**src/rtl/friscv_proc_scheduler.sv**
```systemverilog
`default_nettype none
//------------------------------------------------------------------------------
// Module   : friscv_proc_scheduler
// Brief    : Issue controller between decode and the ALU / memfy units.
//            Steers one decoded instruction per cycle, stalls RAW/WAW hazards
//            through a 32-entry scoreboard, bounds outstanding memory ops and
//            drains both units on FENCE.
// Revision : 1.0 - initial release
//------------------------------------------------------------------------------
module friscv_proc_scheduler #(
  parameter int XLEN     = 32,
  parameter int MAX_OUTS = 4
) (
  input  logic       aclk,
  input  logic       aresetn,
  input  logic       inst_en,
  output logic       inst_ready,
  input  logic [1:0] inst_class,
  input  logic [4:0] inst_rs1,
  input  logic [4:0] inst_rs2,
  input  logic [4:0] inst_rd,
  input  logic       inst_rd_wr,
  output logic       alu_en,
  input  logic       alu_ready,
  input  logic       alu_empty,
  input  logic       alu_rd_wr,
  input  logic [4:0] alu_rd_addr,
  output logic       memfy_en,
  input  logic       memfy_ready,
  input  logic       memfy_empty,
  input  logic       memfy_done,
  input  logic       memfy_rd_wr,
  input  logic [4:0] memfy_rd_addr,
  output logic       sched_busy,
  output logic       illegal_err,
  output logic [3:0] outs_cnt
);

  localparam logic [1:0] C_CLASS_ALU   = 2'd0;
  localparam logic [1:0] C_CLASS_MEM   = 2'd1;
  localparam logic [1:0] C_CLASS_FENCE = 2'd2;
  localparam logic [1:0] C_CLASS_ILL   = 2'd3;
  localparam logic [3:0] C_MAX_OUTS    = 4'(MAX_OUTS);

  // Reject parameterisations the 4-bit outstanding counter cannot represent.
  if (MAX_OUTS < 1 || MAX_OUTS > 15 || XLEN < 1) begin : g_param_check
    $error("friscv_proc_scheduler: MAX_OUTS must be 1..15 and XLEN positive");
  end

  typedef enum logic [0:0] {
    ST_RUN   = 1'b0,
    ST_DRAIN = 1'b1
  } state_t;

  state_t      state_q, state_d;
  logic [31:0] sb_q, sb_d;
  logic [3:0]  outs_cnt_q, outs_cnt_d;
  logic        illegal_err_q, illegal_err_d;

  logic [31:0] sb_eff;
  logic        hazard;
  logic        accept;
  logic        sb_idle;

  // Hazard lookup against the registered scoreboard; x0 can never be pending.
  always_comb begin
    sb_eff = {sb_q[31:1], 1'b0};
    hazard = sb_eff[inst_rs1] | sb_eff[inst_rs2] | (inst_rd_wr & sb_eff[inst_rd]);
  end

  // Per-class acceptance and zero-latency issue strobes.
  always_comb begin
    inst_ready = 1'b0;
    if (aresetn && state_q == ST_RUN) begin
      case (inst_class)
        C_CLASS_ALU:   inst_ready = ~hazard & alu_ready;
        C_CLASS_MEM:   inst_ready = ~hazard & memfy_ready & (outs_cnt_q < C_MAX_OUTS);
        C_CLASS_FENCE: inst_ready = 1'b1;
        default:       inst_ready = 1'b1;
      endcase
    end
    accept   = inst_en & inst_ready;
    alu_en   = accept & (inst_class == C_CLASS_ALU);
    memfy_en = accept & (inst_class == C_CLASS_MEM);
  end

  // Next-state for the drain FSM, scoreboard, outstanding counter and error pulse.
  always_comb begin
    state_d       = state_q;
    sb_d          = sb_q;
    outs_cnt_d    = outs_cnt_q;
    illegal_err_d = 1'b0;
    sb_idle       = (sb_q == 32'd0);

    case (state_q)
      ST_RUN: begin
        if (accept && inst_class == C_CLASS_FENCE) state_d = ST_DRAIN;
      end
      ST_DRAIN: begin
        if (alu_empty && memfy_empty && outs_cnt_q == 4'd0 && sb_idle) state_d = ST_RUN;
      end
      default: state_d = ST_RUN;
    endcase

    // Clears are applied after the set so a same-index collision resolves to clear.
    if ((alu_en || memfy_en) && inst_rd_wr && inst_rd != 5'd0) sb_d[inst_rd] = 1'b1;
    if (alu_rd_wr)   sb_d[alu_rd_addr]   = 1'b0;
    if (memfy_rd_wr) sb_d[memfy_rd_addr] = 1'b0;
    sb_d[0] = 1'b0;

    // A completion with nothing outstanding is a stray pulse and is ignored.
    if (memfy_en && !(memfy_done && outs_cnt_q != 4'd0)) begin
      outs_cnt_d = outs_cnt_q + 4'd1;
    end else if (!memfy_en && memfy_done && outs_cnt_q != 4'd0) begin
      outs_cnt_d = outs_cnt_q - 4'd1;
    end

    illegal_err_d = accept & (inst_class == C_CLASS_ILL);
  end

  // State registers with synchronous active-low reset.
  always_ff @(posedge aclk) begin
    if (!aresetn) begin
      state_q       <= ST_RUN;
      sb_q          <= 32'd0;
      outs_cnt_q    <= 4'd0;
      illegal_err_q <= 1'b0;
    end else begin
      state_q       <= state_d;
      sb_q          <= sb_d;
      outs_cnt_q    <= outs_cnt_d;
      illegal_err_q <= illegal_err_d;
    end
  end

  assign sched_busy  = (state_q == ST_DRAIN);
  assign illegal_err = illegal_err_q;
  assign outs_cnt    = outs_cnt_q;

endmodule
`default_nettype wire

```
**config.mk**
```make
export PLATFORM = sky130hd
export DESIGN_NAME = friscv_proc_scheduler
export DESIGN_NICKNAME = d
export VERILOG_FILES = /design/src/rtl/friscv_proc_scheduler.sv
export SDC_FILE = /design/constraint.sdc
export NUM_CORES = 1
export LEC_CHECK = 0
export ABC_AREA = 0
export BUFFER_PORTS_ARGS = -buffer_cell sky130_fd_sc_hd__buf_2
export CAP_MARGIN = 10
export CORE_MARGIN = 1
export CORE_UTILIZATION = 49
export CTS_CLUSTER_DIAMETER = 40
export DETAILED_ROUTE_END_ITERATION = 10
export PLACE_DENSITY = 0.71
export SYNTH_ARGS = -nofsm -noshare
export SYNTH_HDL_FRONTEND = slang
export SYNTH_SLANG_ARGS = --single-unit
```
**constraint.sdc**
```tcl
create_clock -name aclk -period 3.8 [get_ports aclk]
set_input_delay 0.57 -clock aclk [delete_from_list [all_inputs] [get_ports aclk]]
set_output_delay 0.57 -clock aclk [all_outputs]
set_load 0.05 [all_outputs]
```
# Yosys cells after proc, flatten, opt, wreduce, memory -nomap -nowiden
# Index checks and enable logic that the tools add are counted.
# op_classes
addsub,2
n_mul,0
div,0
magnitude_cmp,9
eq_ne,3
n_shift,0
muxes,22
n_bitwise,17
reduce_logical,23
# op_table
op,n
2-to-1 mux 32 bit,3
AND 32 bit,2
inverter 32 bit,2
zero test 32 bit,1
OR 32 bit,1
"< comparator 5 x 6 -> 1 bit, second input constant",5
binary-select mux 1 bit (select 5 bit),3
demux 1 bit (select 5 bit),3
">= comparator 5 x 1 -> 1 bit, second input constant",3
logical AND 1 bit,14
2-to-1 mux 1 bit,9
AND 1 bit,8
2-to-1 mux 4 bit,2
nonzero test 5 bit,1
"adder 4 x 1 -> 4 bit, second input constant",1
"equality test 2 bit, second input constant",2
zero test 4 bit,1
"< comparator 4 x 3 -> 1 bit, second input constant",1
case mux 1 bit (2 select lines),2
nonzero test 4 bit,1
"subtractor 4 x 1 -> 4 bit, second input constant",1
"equality test 2 x 1 -> 1 bit, second input constant",1
zero test 1 bit,2
zero test 2 bit,1
other kinds (4),6
# totals
reg_bits,38
latchBits,0
ram_bits,0
romBits,0
in_bits,38
out_inout_bits,9
word_cells,81
mem_count,0

# Depth between registers and ports, before layout
# Gate-level depths: netlist (run 1).
# depth
ltp_word,19
mapped_depth,14
ltp_nobuf,12

# Worst setup path after synthesis (run 1)
# No wires, ideal clock.
# synth_path
kind,input port to flip-flop
start,in inst_rs2[2]
end,reg outs_cnt_q[3] (netlist: outs_cnt[3])
setup_time_ps,75
arrival_ps,4246
setup_slack_ps,-521
cell_stages,12
n_path_buf,1
cell_sequence,clkbuf_1 -> mux2_2 -> o311ai_1 -> nand4_2 -> a2111oi_4 -> nand2_1 -> ha_1 -> a21o_1 -> a21o_1 -> or2_2 -> or3_1 -> a31oi_1
# synth_via
elab_chain_len,15
word_cells_on_any_way,18
# synth_rtl
element,line,text
"start, declared",20,"input logic [4:0] inst_rs2,"
binary-select mux 1 bit (select 5 bit) (*),68,hazard = sb_eff[inst_rs1] | sb_eff[inst_rs2] | (inst_rd_wr & sb_eff[inst_rd]);
2-to-1 mux 1 bit (not written as such) (*),68,
OR 1 bit (*) (2 in series),68,
inverter 1 bit (*),"76, 77",
AND 1 bit (2 in series),77,C_CLASS_MEM: inst_ready = ~hazard & memfy_ready & (outs_cnt_q < C_MAX_OUTS);
case mux 1 bit (2 select lines) (*),75,case (inst_class)
2-to-1 mux 1 bit (*),74,if (aresetn && state_q == ST_RUN) begin
AND 1 bit (*),82,accept = inst_en & inst_ready;
AND 1 bit (*),84,memfy_en = accept & (inst_class == C_CLASS_MEM);
net memfy_en,28,"output logic memfy_en,"
zero test 1 bit,114,end else if (!memfy_en && memfy_done && outs_cnt_q != 4'd0) begin
logical AND 1 bit (2 in series),114,
nonzero test 2 bit (no line),n/a,
"end signal, assigned",131,outs_cnt_q <= outs_cnt_d;
"end, declared",57,"logic [3:0] outs_cnt_q, outs_cnt_d;"
# The timed path passes the listed nets; every way through them passes the cells marked *. The select of a mux whose other input is x is not followed.
# A chain may end at the register's enable or synchronous reset.

# Final worst setup path (run 1)
# layout_path
start,in inst_rs1[0]
end,reg outs_cnt_q[3] (netlist: outs_cnt[3])
# layout_via
elab_chain_len,15
word_cells_on_any_way,18
# layout_rtl
element,line,text
"start, declared",19,"input logic [4:0] inst_rs1,"
binary-select mux 1 bit (select 5 bit) (*),68,
2-to-1 mux 1 bit (not written as such) (*),68,
OR 1 bit (*) (2 in series),68,
inverter 1 bit (*),"76, 77",
AND 1 bit (2 in series),77,
case mux 1 bit (2 select lines) (*),75,
2-to-1 mux 1 bit (*),74,
AND 1 bit (*),82,
AND 1 bit (*),84,
zero test 1 bit,114,
logical AND 1 bit (2 in series),114,
nonzero test 2 bit (no line),n/a,
# Mark *: on every way between the ends. The rest lies on a longest branch, timed or not. The select of a mux whose other input is x is not followed.

==> results_dict.tcl, run 1 <==
set metrics [dict create \
    outcome "finished, final reports clean" \
    cts_buffers 5 \
    htreeDepth 2 \
    fillers 542 \
    clock_skew_ns 0.005892 \
    vias_per_cell 6.764 \
    synthAdderAreaFrac_pct 1.472 \
    tightest_slew_ns 0.9312 \
    multi_input_area_um2 2213 \
    ys_ff_latch 37 \
    first_iter_violations 388 \
    ys_async_sr_fraction_pct 0 \
    total_power_mw 1.185 \
    clock_sinks 37 \
    max_stage_delay_ns 0.51 \
    synth_warnings 0 \
    globalplace.congestion 0.8920 \
    final_area_um2 3488 \
    powerDensity_nw_per_um2 339.8 \
    worstPathCellList "buf_2 > mux4_2 > mux2i_1 > nand3b_1 > o211a_1 > a2111oi_4 > nand2_1 > ha_1 > a21o_1 > a21o_1 > or2_2 > or3_1 > a31oi_1" \
    synth_ff_type "dfxtp_1" \
    timing.slew.headroom_pct 37.79 \
    final-hold-violation-count 0 \
    grt_pass1_wl_um 14150 \
    muxShareOfSynthArea_pct 18.11 \
    clkTransAtPathRegs_ns 0.08 \
    critPathArrivalTime_ns 3.66 \
    ios 47 \
    ctsResizeCount 0 \
    finalSetupViolations 0 \
    ir_drop_mv 0.2296 \
    clockRootBuffer "clkbuf_8" \
    synth-compound-area-share_pct 23.14 \
    clock_path_buffers 2 \
    grt_pass1_vias 2751 \
    synth_cell_type_count 48 \
    dr_total_vias 3240 \
    crit_fanout 6 \
    worst_setup_path_end_kind "register" \
    fmax_mhz 290.3 \
    die-area_um2 6566 \
    required_ns 4.01 \
    die_y_um 81.03 \
    core-area_um2 5956 \
    holdWs_ns 0.5365 \
    die_w_um 81.03 \
    antennaDiodeCount 0 \
    post-route-period-util_pct 90.65 \
    synthSimpleGateAreaFrac_pct 27.56 \
    min_path_type "reg -> reg" \
    cp_num_buf_inv 1 \
    antenna_found_initial 0 \
    clk-insertion-delay-late_ns 0.29 \
    final_util_pct 58.57 \
    drv_slew 0 \
    p_leak_nw 1.339 \
    synth_area_um2 3060 \
    min_period_ns 3.445 \
    tns_ns 0 \
    synth.avg_cell_area_um2 8.316 \
    crit_type "in -> reg" \
    syn_inst 368 \
    cp-start-kind "primary input" \
    track_usage_pct 28.65 \
    grt_max_degree 34 \
    regArea_um2 740.7 \
    nets 444 \
    wl_per_cell_um 19.00 \
    grt_setup_unrepaired "false" \
    crit_path_frequent_cell "a21o_1" \
    grt.overflow.total 0 \
    place_area_um2 3368 \
    syn2layout_area_growth_pct 13.98 \
    port_buffers 46 \
    maxCapViolCount 0 \
    cp_slowest_cell "mux4_2" \
    synth_nets 409 \
    synth_xor_area_share_pct 1.022 \
    synth-edff-count 0 \
    path_delay_family "compound AO/OA/AOI/OAI gates" \
    row_count 28 \
    drc 0 \
    drt_pass1_iterations 5 \
    synth_top_family_by_area "simple AND/OR/NAND/NOR gates" \
    seq_area_frac_synth_pct 24.20 \
    ant_nets 0 \
    final_layout_size_suffix_gt1_share_pct 21.29 \
    cts_tree "yes" \
    routed_wl_um 9101 \
    start_util_pct 51.39 \
    post-cts-setup-buffers 0 \
    ctsHoldBuffers 0 \
    dpl.hpwl_um 6951 \
]
==> stage by stage <==
| step | worst slack, ns | std cells |
|---|---|---|
| 6_report | 0.3552 | 479 |
| 5_1_grt | 0.1004 | 479 |
| 4_1_cts | 0.3440 | 479 |
| 3_5_place_dp | 0.03973 | 471 |
| 3_3_place_gp | 0.1518 | 471 |
| 2_1_floorplan | -0.3243 | 368 |
==> report_power, final <==
part	internal, mW	leakage [nW]	switching [mW]
clock network	0.213	0.0574	0.147
logic	0.142	0.983	0.254
registers	0.405	0.299	0.0243
==> per-layer routing <==
metal	vias to the layer above	wire length [um]	global-route usage, %
met5	-	0	0
met4	0	144	8.036
met3	14	784	3.596
met2	158	4158	45.88
met1	1543	4013	40.23
li1	1525	-	-
==> cell usage in the layout, fill, tap and decap left out, types with 2 or more instances in the layout <==
cell type / instances
nor4_1: 7
a21oi_1: 33
mux2i_1: 25
or3_1: 2
a2111oi_4: 2
nor2b_1: 3
inv_1: 6
nor2_1: 45
dfxtp_1: 37
a221o_1: 31
clkbuf_8: 6
a21o_1: 2
nand2b_1: 4
nor3b_1: 9
nand4_1: 5
o211ai_1: 2
and3_1: 5
o22ai_1: 5
nand3_1: 14
a22oi_1: 3
o21ai_0: 2
mux4_2: 12
buf_4: 9
nand3b_1: 5
buf_2: 46
a31oi_1: 2
mux2_2: 3
nor3_1: 39
and3b_1: 4
nand2_1: 14
ha_1: 2
==> kinds of logic after synthesis <==
logic type | count (synthesis)
compound gates | 91
fa+ha+maj | 3
mux | 40
xor+xnor | 2
simple gates | 162
flops | 37
buf+inv | 33
==> cell type report <==
cell class / count / area share [%]
Sequential cell: 37 / 21.23
Multi-Input combinational cell: 298 / 63.45
Clock inverter: 2 / 1.076
Tap cell: 75 / 2.690
Timing Repair Buffer: 55 / 8.537
Inverter: 6 / 0.6456
Clock buffer: 6 / 2.367
==> path summary, 6_finish.rpt <==
path / from / end / slack (ns) / cells after the start
setup / recovery: inst_rs1[0] / outs_cnt[3]$_SDFFE_PN0P_ / 0.36 / 13
hold / removal: outs_cnt[3]$_SDFFE_PN0P_ / outs_cnt[3]$_SDFFE_PN0P_ / 0.54 / 2
setup reg to reg: sb_q[28]$_SDFF_PN0_ / outs_cnt[3]$_SDFFE_PN0P_ / 0.48 / 12
hold reg to reg: outs_cnt[3]$_SDFFE_PN0P_ / outs_cnt[3]$_SDFFE_PN0P_ / 0.54 / 2
==> cell usage after synthesis (8+ instances only) <==
cell / number / area (um2)
nor2_1: 45 / 168.9
nor3_1: 39 / 195.2
dfxtp_1: 37 / 740.7
a21oi_1: 34 / 170.2
a221o_1: 31 / 310.3
mux2i_1: 25 / 250.2
nand2_1: 14 / 52.55
nand3_1: 14 / 70.07
clkbuf_1: 13 / 48.80
mux4_2: 12 / 270.3
nor3b_1: 9 / 67.56
buf_2: 8 / 40.04
==> registers in the layout (all words and copies together) (netlist names) <==
| signal | cells |
|---|---|
| sb_q | 31 |
| illegal_err | 1 |
| outs_cnt | 4 |
| sched_busy | 1 |
==> tightest hold or removal path: stages (launching register included) <==
cell     delay (ns)
dfxtp_1        0.35
nand2_1        0.07
a31oi_1        0.07
(Power assumes the default switching activity.)
==> run 2: changes to the inputs <==
- GPL_TIMING_DRIVEN: not set -> 0
==> run 2 against run 1 <==
- critical path depth down 5
- first-iteration DRC count down 32%
- setup slack worse by 0.15 ns
- sequential power about the same
- core utilization down 0.32 points
- non-clock buffer count up 9
- clock power down 28%
==> results_dict.tcl, run 2 (synthesis results as in run 1) <==
set metrics [dict create \
    dp.cells 479 \
    row_count 28 \
    ir_drop_mv 0.2092 \
    stdcell_count 488 \
    drv_slew 0 \
    maxCapViolCount 0 \
    post-route-period-util_pct 94.57 \
    critPathArrivalTime_ns 3.02 \
    layout.cells.most_common "nor2_1" \
    crit_fanout 10 \
    cp-start-kind "primary input" \
    routed_wl_um 9078 \
    drt_pass1_iterations 5 \
    grt_setup_unrepaired "false" \
    nets 453 \
    clockRootBuffer "clkbuf_8" \
    cts_tree "yes" \
    wl_per_cell_um 18.60 \
    final_area_um2 3470 \
    track_usage_pct 28.74 \
    dr_total_vias 3174 \
    crit_type "in -> out" \
    clock_path_buffers 2 \
    vias_per_cell 6.504 \
    die_y_um 81.03 \
    ant_nets 0 \
    core-area_um2 5956 \
    ctsHoldBuffers 0 \
    place_area_um2 3381 \
    drc 0 \
    holdCritStartpoint "inst_en" \
    multi_input_area_um2 2197 \
    fmax_mhz 278.3 \
    start_util_pct 51.39 \
    dpl.hpwl_um 7184 \
    fillers 590 \
    grt_pass1_wl_um 14230 \
    globalplace.congestion 0.9143 \
    die_w_um 81.03 \
    final_util_pct 58.26 \
    required_ns 3.23 \
    die-area_um2 6566 \
    grt.overflow.total 0 \
    cts_buffers 5 \
    r2r-start "sb_q[28]$_SDFF_PN0_" \
    syn2layout_area_growth_pct 13.37 \
    dpl_worst_slack_ns -0.2465 \
    cp-startpoint "inst_rs2[2]" \
    final-hold-violation-count 0 \
    regArea_um2 740.7 \
    grt_max_degree 11 \
    antenna_found_initial 0 \
    tightest_slew_ns 0.9523 \
    port_buffers 36 \
    holdWs_ns 0.5453 \
    timing.slew.headroom_pct 36.37 \
    regMostFlops "sb_q" \
    p_leak_nw 1.325 \
    postLayoutSetupSlackWorst_ns 0.2065 \
    antennaDiodeCount 0 \
    finalSetupViolations 0 \
    powerDensity_nw_per_um2 311.8 \
    ios 47 \
    htreeDepth 2 \
    first_iter_violations 264 \
    clk-insertion-delay-late_ns 0.29 \
    outcome "finished, final reports clean" \
    worst_setup_path_end_kind "output pin" \
    mostFrequentLayoutCells "nor2_1 (45), buf_2 (41), nor3_1 (39)" \
    clock_sinks 37 \
    grt_pass1_vias 2830 \
    min_period_ns 3.594 \
    min_path_type "in -> reg" \
    largest_reg_flops 31 \
    clock_skew_ns 0.01238 \
    final_layout_size_suffix_gt1_share_pct 18.89 \
    clkTransAtPathRegs_ns 0.07 \
]
[run 2: stage by stage]
| step | power [mW] | TNS (ns) |
|---|---|---|
| floorplan | 0.7221 | -0.3243 |
| global placement | 0.8145 | -0.1711 |
| detailed placement | 0.8269 | -0.2465 |
| CTS | 1.082 | 0 |
| global route | 1.145 | 0 |
| finish | 1.082 | 0 |
[run 2: critical path, stage by stage]
cell and delay, ns:
buf_2 0.09, clkbuf_2 0.26, mux2_2 0.38, o311ai_1 0.38, nand4_4 0.22, a2111oi_2 0.64
and3_1 0.23, buf_2 0.25
[run 2: final cells by class]
class | instances | share of cell area, %
multi-input combinational | 298 | 63.32
sequential | 37 | 21.35
tap | 75 | 2.705
inverter | 6 | 0.6491
timing repair buffer | 37 | 5.409
clock buffer | 8 | 2.308
buffer | 27 | 4.255
[run 2: worst paths after layout]
path	depth (start not counted)	end	slack (ns)
max	8	alu_en	0.21
max reg2reg	12	outs_cnt[3]$_SDFFE_PN0P_	0.42
min	3	illegal_err$_SDFF_PN0_	0.55
min reg2reg	2	outs_cnt[3]$_SDFFE_PN0P_	0.56
[run 2: where the power goes]
group / leakage [nW] / switching (mW) / internal, mW
Clock: 0.0395 / 0.129 / 0.130
Sequential: 0.299 / 0.0253 / 0.405
Combinational: 0.987 / 0.251 / 0.142
[run 2: repair_timing]
| action | 4_1_cts | 5_1_grt |
|---|---|---|
| buffers inserted | 0 | 1 |
| resized for setup | 0 | 2 |
| setup endpoints to repair | 0 | 1 |
[run 2: routing by layer]
metal | GRT usage (%) | vias up | wire length [um]
met3 | 2.921 | 13 | 500
met4 | 8.929 | 0 | 166
met1 | 39.61 | 1503 | 4081
li1 | - | 1532 | -
met2 | 47.14 | 126 | 4329
met5 | 0 | - | 0
